### src/rtl/rf_sched_pkg.sv
// Shared types for the register-file write-side scheduler.
package rf_sched_pkg;

  localparam int TAG_W = 3;

  // One buffered ROB commit waiting for the regfile write port.
  typedef struct packed {
    logic [4:0]       dest;
    logic [31:0]      data;
    logic [TAG_W-1:0] tag;
  } cmt_entry_t;

  typedef enum logic [0:0] {
    ARB   = 1'b0,
    FIXUP = 1'b1
  } sched_state_t;

endpackage

### src/rtl/rf_cmt_fifo.sv
// Small synchronous FIFO of commit entries with occupancy count and flags.
module rf_cmt_fifo #(
  parameter int DEPTH = 4
) (
  input  logic                         clk,
  input  logic                         rst,
  input  logic                         push,
  input  rf_sched_pkg::cmt_entry_t     din,
  input  logic                         pop,
  output rf_sched_pkg::cmt_entry_t     head,
  output logic [$clog2(DEPTH+1)-1:0]   count,
  output logic                         full,
  output logic                         empty
);
  import rf_sched_pkg::*;

  localparam int PW = $clog2(DEPTH);
  localparam int CW = $clog2(DEPTH+1);

  cmt_entry_t    mem [DEPTH];
  logic [PW-1:0] wr_ptr, rd_ptr;
  logic          do_push, do_pop;

  assign full    = (count == CW'(DEPTH));
  assign empty   = (count == '0);
  assign do_push = push && !full;
  assign do_pop  = pop && !empty;
  assign head    = mem[rd_ptr];

  // Storage array; contents are don't-care until written so it carries no reset.
  always_ff @(posedge clk) begin
    if (do_push) mem[wr_ptr] <= din;
  end

  // Pointers wrap naturally because DEPTH is a power of two.
  always_ff @(posedge clk) begin
    if (rst) begin
      wr_ptr <= '0;
      rd_ptr <= '0;
      count  <= '0;
    end else begin
      if (do_push) wr_ptr <= wr_ptr + PW'(1);
      if (do_pop)  rd_ptr <= rd_ptr + PW'(1);
      count <= count + CW'(do_push) - CW'(do_pop);
    end
  end

endmodule

### src/rtl/rf_write_sched.sv
// Serializes ROB commits and dispatch allocations onto the single regfile
// write-control port, repairing commits that land on already-renamed registers.
module rf_write_sched #(
  parameter int CMT_DEPTH  = 4,
  parameter int STARVE_MAX = 4,
  parameter int TAG_W      = 3   // must equal rf_sched_pkg::TAG_W (entry tag width)
) (
  input  logic                           clk,
  input  logic                           rst,
  input  logic                           cmt_valid,
  output logic                           cmt_ready,
  input  logic [4:0]                     cmt_dest,
  input  logic [31:0]                    cmt_data,
  input  logic [TAG_W-1:0]               cmt_tag,
  input  logic                           alloc_valid,
  output logic                           alloc_ready,
  input  logic [4:0]                     alloc_dest,
  input  logic [TAG_W-1:0]               alloc_tag,
  output logic                           rf_load,
  output logic                           rf_allocate,
  output logic [4:0]                     rf_dest,
  output logic [31:0]                    rf_in,
  output logic [TAG_W-1:0]               rf_tag_in,
  input  logic [TAG_W-1:0]               rf_tag_dest,
  output logic                           fixup_active,
  output logic [$clog2(CMT_DEPTH+1)-1:0] cmt_count
);
  import rf_sched_pkg::*;

  localparam int CW = $clog2(CMT_DEPTH+1);
  localparam int SW = $clog2(STARVE_MAX+1);

  sched_state_t     state;
  logic [SW-1:0]    starve_cnt;
  logic [4:0]       fixup_dest;
  logic [TAG_W-1:0] fixup_tag;

  cmt_entry_t    head, din;
  logic [CW-1:0] fifo_count;
  logic          fifo_full, fifo_empty;
  logic          push, cmt_grant, alloc_grant, c_pend, a_pend;

  assign din    = '{dest: cmt_dest, data: cmt_data, tag: cmt_tag};
  // Writes to x0 are architecturally dropped, so they never occupy a slot.
  assign push   = cmt_valid && cmt_ready && (cmt_dest != 5'd0);
  assign c_pend = !fifo_empty;
  assign a_pend = alloc_valid && (alloc_dest != 5'd0);

  rf_cmt_fifo #(.DEPTH(CMT_DEPTH)) u_fifo (
    .clk   (clk),
    .rst   (rst),
    .push  (push),
    .din   (din),
    .pop   (cmt_grant),
    .head  (head),
    .count (fifo_count),
    .full  (fifo_full),
    .empty (fifo_empty)
  );

  // Arbitration and regfile drive; every output is forced low while rst is high.
  always_comb begin
    cmt_grant    = 1'b0;
    alloc_grant  = 1'b0;
    cmt_ready    = 1'b0;
    alloc_ready  = 1'b0;
    rf_load      = 1'b0;
    rf_allocate  = 1'b0;
    rf_dest      = 5'd0;
    rf_in        = 32'd0;
    rf_tag_in    = '0;
    fixup_active = 1'b0;
    cmt_count    = '0;
    if (!rst) begin
      cmt_ready = !fifo_full;
      cmt_count = fifo_count;
      if (state == ARB) begin
        if (c_pend && (!a_pend || starve_cnt < SW'(STARVE_MAX))) cmt_grant = 1'b1;
        else if (a_pend)                                          alloc_grant = 1'b1;
        alloc_ready = alloc_valid && ((alloc_dest == 5'd0) || alloc_grant);
        if (cmt_grant) begin
          rf_load = 1'b1;
          rf_dest = head.dest;
          rf_in   = head.data;
        end else if (alloc_grant) begin
          rf_allocate = 1'b1;
          rf_dest     = alloc_dest;
          rf_tag_in   = alloc_tag;
        end
      end else begin
        // Commit just set valid on a renamed register; put it back to busy.
        fixup_active = 1'b1;
        rf_allocate  = 1'b1;
        rf_dest      = fixup_dest;
        rf_tag_in    = fixup_tag;
      end
    end
  end

  // FSM, starvation counter and fixup capture.
  always_ff @(posedge clk) begin
    if (rst) begin
      state      <= ARB;
      starve_cnt <= '0;
      fixup_dest <= 5'd0;
      fixup_tag  <= '0;
    end else begin
      case (state)
        ARB: begin
          if (a_pend && cmt_grant)
            starve_cnt <= (starve_cnt == SW'(STARVE_MAX)) ? starve_cnt : starve_cnt + SW'(1);
          else
            starve_cnt <= '0;
          if (cmt_grant && (rf_tag_dest != head.tag)) begin
            fixup_dest <= head.dest;
            fixup_tag  <= rf_tag_dest;
            state      <= FIXUP;
          end
        end
        default: state <= ARB;
      endcase
    end
  end

endmodule

### config.mk
export PLATFORM = sky130hd
export DESIGN_NAME = rf_write_sched
export DESIGN_NICKNAME = d
export VERILOG_FILES = /design/src/rtl/rf_sched_pkg.sv /design/src/rtl/rf_cmt_fifo.sv /design/src/rtl/rf_write_sched.sv
export SDC_FILE = /design/constraint.sdc
export NUM_CORES = 1
export LEC_CHECK = 0
export CAP_MARGIN = 5
export CORE_MARGIN = 1.5
export CORE_UTILIZATION = 35
export DETAILED_ROUTE_END_ITERATION = 12
export DONT_BUFFER_PORTS = 1
export GPL_ROUTABILITY_DRIVEN = 0
export PLACE_DENSITY = 0.61
export SLEW_MARGIN = 15
export SYNTH_ARGS = -nofsm -noshare
export SYNTH_HDL_FRONTEND = slang
export SYNTH_SLANG_ARGS = --single-unit
### constraint.sdc
create_clock -name clk -period 3.94 [get_ports clk]
set_input_delay 0.788 -clock clk [delete_from_list [all_inputs] [get_ports clk]]
set_output_delay 0.788 -clock clk [all_outputs]
set_load 0.02 [all_outputs]
==> impl_metrics.tcl <==
set metrics [dict create \
    power_density_mw_per_mm2 623 \
    synth_common_cells "edfxtp_1, mux4_2, and2_1" \
    ys_seq_area_share_pct 70.0 \
    drc 0 \
    timing.fmax_ghz 0.290 \
    ys.flop_type "edfxtp_1" \
    first_global_vias 4085 \
    dpl-instance-area_mm2 0.00789 \
    ys_types 42 \
    setup_viol 0 \
    drive_above_1_share_pct 21.5 \
    power_mw 5.28 \
    vias 3834 \
    cts_resized 0 \
    synthAdderAreaFrac_pct 1.61 \
    status "completed" \
    ant_nets 0 \
    ir_drop_uv 299 \
    cts_setup_buffers 0 \
    postLayoutCoreUtil_pct 40.4 \
    dpl.hpwl_um 9730 \
    grtUsageTotal_pct 14.0 \
    row_count 53 \
    fin_worst_skew_ns 0.00821 \
    grt_pass1_wl_um 22800 \
    syn-num-nets 493 \
    synthSimpleGateAreaFrac_pct 7.24 \
    dr.pass1.iters 4 \
    fin_cells 727 \
    clockBufferDepth 2 \
    die_area_mm2 0.0222 \
    synth_warnings 0 \
    cts_hold_buffers 0 \
    cp-startpoint "u_fifo.count[1]" \
    post_drt_via_cell_ratio 5.27 \
    yosysMostFrequentCell "edfxtp_1" \
    finalNetCount 503 \
    drv_cap 0 \
    post-route-period-util_pct 87.5 \
    port_buffers 0 \
    synth_edf_count 160 \
    synth_top_family_by_area "multiplexers" \
    cts.sinks 181 \
    path_class "reg -> out" \
    antenna_found_initial 0 \
    synthCells 429 \
    hold_path_class "in -> reg" \
    startpoint_type "flop" \
    synthesis.area_mm2 0.00747 \
    slew_headroom_pct 38.9 \
    cp-end-kind "primary output" \
    crit_required_ns 3.15 \
    hp-start "rst" \
    ios 103 \
    finalWirelength_um 14800 \
    cts_buffers 17 \
    grt_max_degree 38 \
    diodes 0 \
    fin_ws_ns 0.492 \
    arrival_ns 2.66 \
    final_max_slew_viol_count 0 \
    hold_viol_final 0 \
    dp.cells 695 \
    grt_setup_unrepaired "false" \
    cts_tree "built" \
    timing.hold.ws_ns 0.434 \
    die_x_um 149 \
    p_leak_nw 2.63 \
    place_ws_ns 0.819 \
    fin_crit_ns 3.45 \
    worstSkewPairLatency_ns 0.41 \
    core_area_mm2 0.0210 \
    worst_pin_slew_ns 0.914 \
    regToRegStartpoint "u_fifo.count[1]" \
    crit_fanout 21 \
    ys_ff_latch 181 \
    cts-root-buf "clkbuf_16" \
    ctsHtreeMaxLevel 4 \
    die_h_um 149 \
    synth.area.top_cells "edfxtp_1, mux4_2, dfxtp_1" \
    initial_core_util_pct 35.6 \
    overflow 0 \
    detail_route.iter0.violations 177 \
    wl_per_cell_um 20.4 \
    ys_async_sr_fraction_pct 0 \
    syn_avg_cell_area_um2 17.4 \
    final_area_mm2 0.00847 \
    synth_top_area_cell "edfxtp_1" \
    finalSetupTns_ns 0 \
    synth_top_cell_area_share_pct 64.3 \
    muxShareOfSynthArea_pct 12.2 \
    clk_pin_slew_ns 0.07 \
    synth-xor-area-share_pct 0.922 \
    synth_compound_area_share_pct 5.86 \
    areaGrowthSynthToFinish_pct 13.5 \
]
-- final timing paths --
check	endpoint	slack, ns	cells after the start
min	flop	0.43	1
max reg2reg	u_fifo.count[2]	0.89	9
min reg2reg	starve_cnt[0]	0.47	2
max	rf_in[19]	0.49	5
-- registers in the layout, indices dropped and copies added, names as in the netlist, named ones only --
signal         flops
u_fifo.mem       160
fixup_tag          3
state              1
u_fifo.rd_ptr      2
fixup_dest         5
starve_cnt         3
u_fifo.count       3
u_fifo.wr_ptr      2
-- worst max-delay path, cell delays in order, from the launching register on --
cell,delay [ns]
dfxtp_1,0.35
or3_1,0.59
nand4_1,0.25
clkinv_1,0.47
buf_12,0.34
and2_1,0.23
-- cell families after synthesis --
logic type / Yosys count
and+or+nand+nor: 96
AOI/OAI and AO/OA: 57
buffers and inverters: 38
xor gates and xnor gates: 7
DFF: 181
muxes: 41
adders and majority gates: 9
-- routing by layer --
layer / global-route usage [%] / up-vias / wire length, um
met5: 0 / - / 0
met4: 4.16 / 0 / 153
met3: 5.20 / 8 / 1050
met2: 24.2 / 138 / 7530
met1: 16.2 / 1978 / 6110
li1: - / 1710 / -
-- cell usage in the layout (no fill, tap or decap), drive strengths merged, types with 3 or more instances in the layout --
cell / n
a21oi: 7
a22oi: 5
a31oi: 8
a41oi: 8
and2: 36
buf: 15
clkbuf: 17
clkinv: 6
dfxtp: 21
edfxtp: 160
ha: 8
inv: 21
mux4: 40
nand2: 12
nand2b: 8
nand3b: 3
nor2: 13
nor2b: 12
o211ai: 9
o21ai: 7
o311ai: 9
xnor2: 4
xor2: 3
-- area by class of cell --
class / instances / area [um^2]
clock buffer: 17 / 425
clock inverter: 15 / 163
fill: 1944 / 12500
inverter: 14 / 52.6
multi-input combinational: 210 / 2080
sequential: 181 / 5230
tap: 275 / 344
timing repair buffer: 15 / 175
-- report_power, final --
group          total [mW]  internal, mW  switching [mW]  leakage, nW
registers            2.34          2.23           0.106         1.62
logic                1.28         0.524           0.756        0.720
clock network        1.66         0.901           0.762        0.286
total                5.28          3.65            1.62         2.63
(Power assumes the default switching activity.)
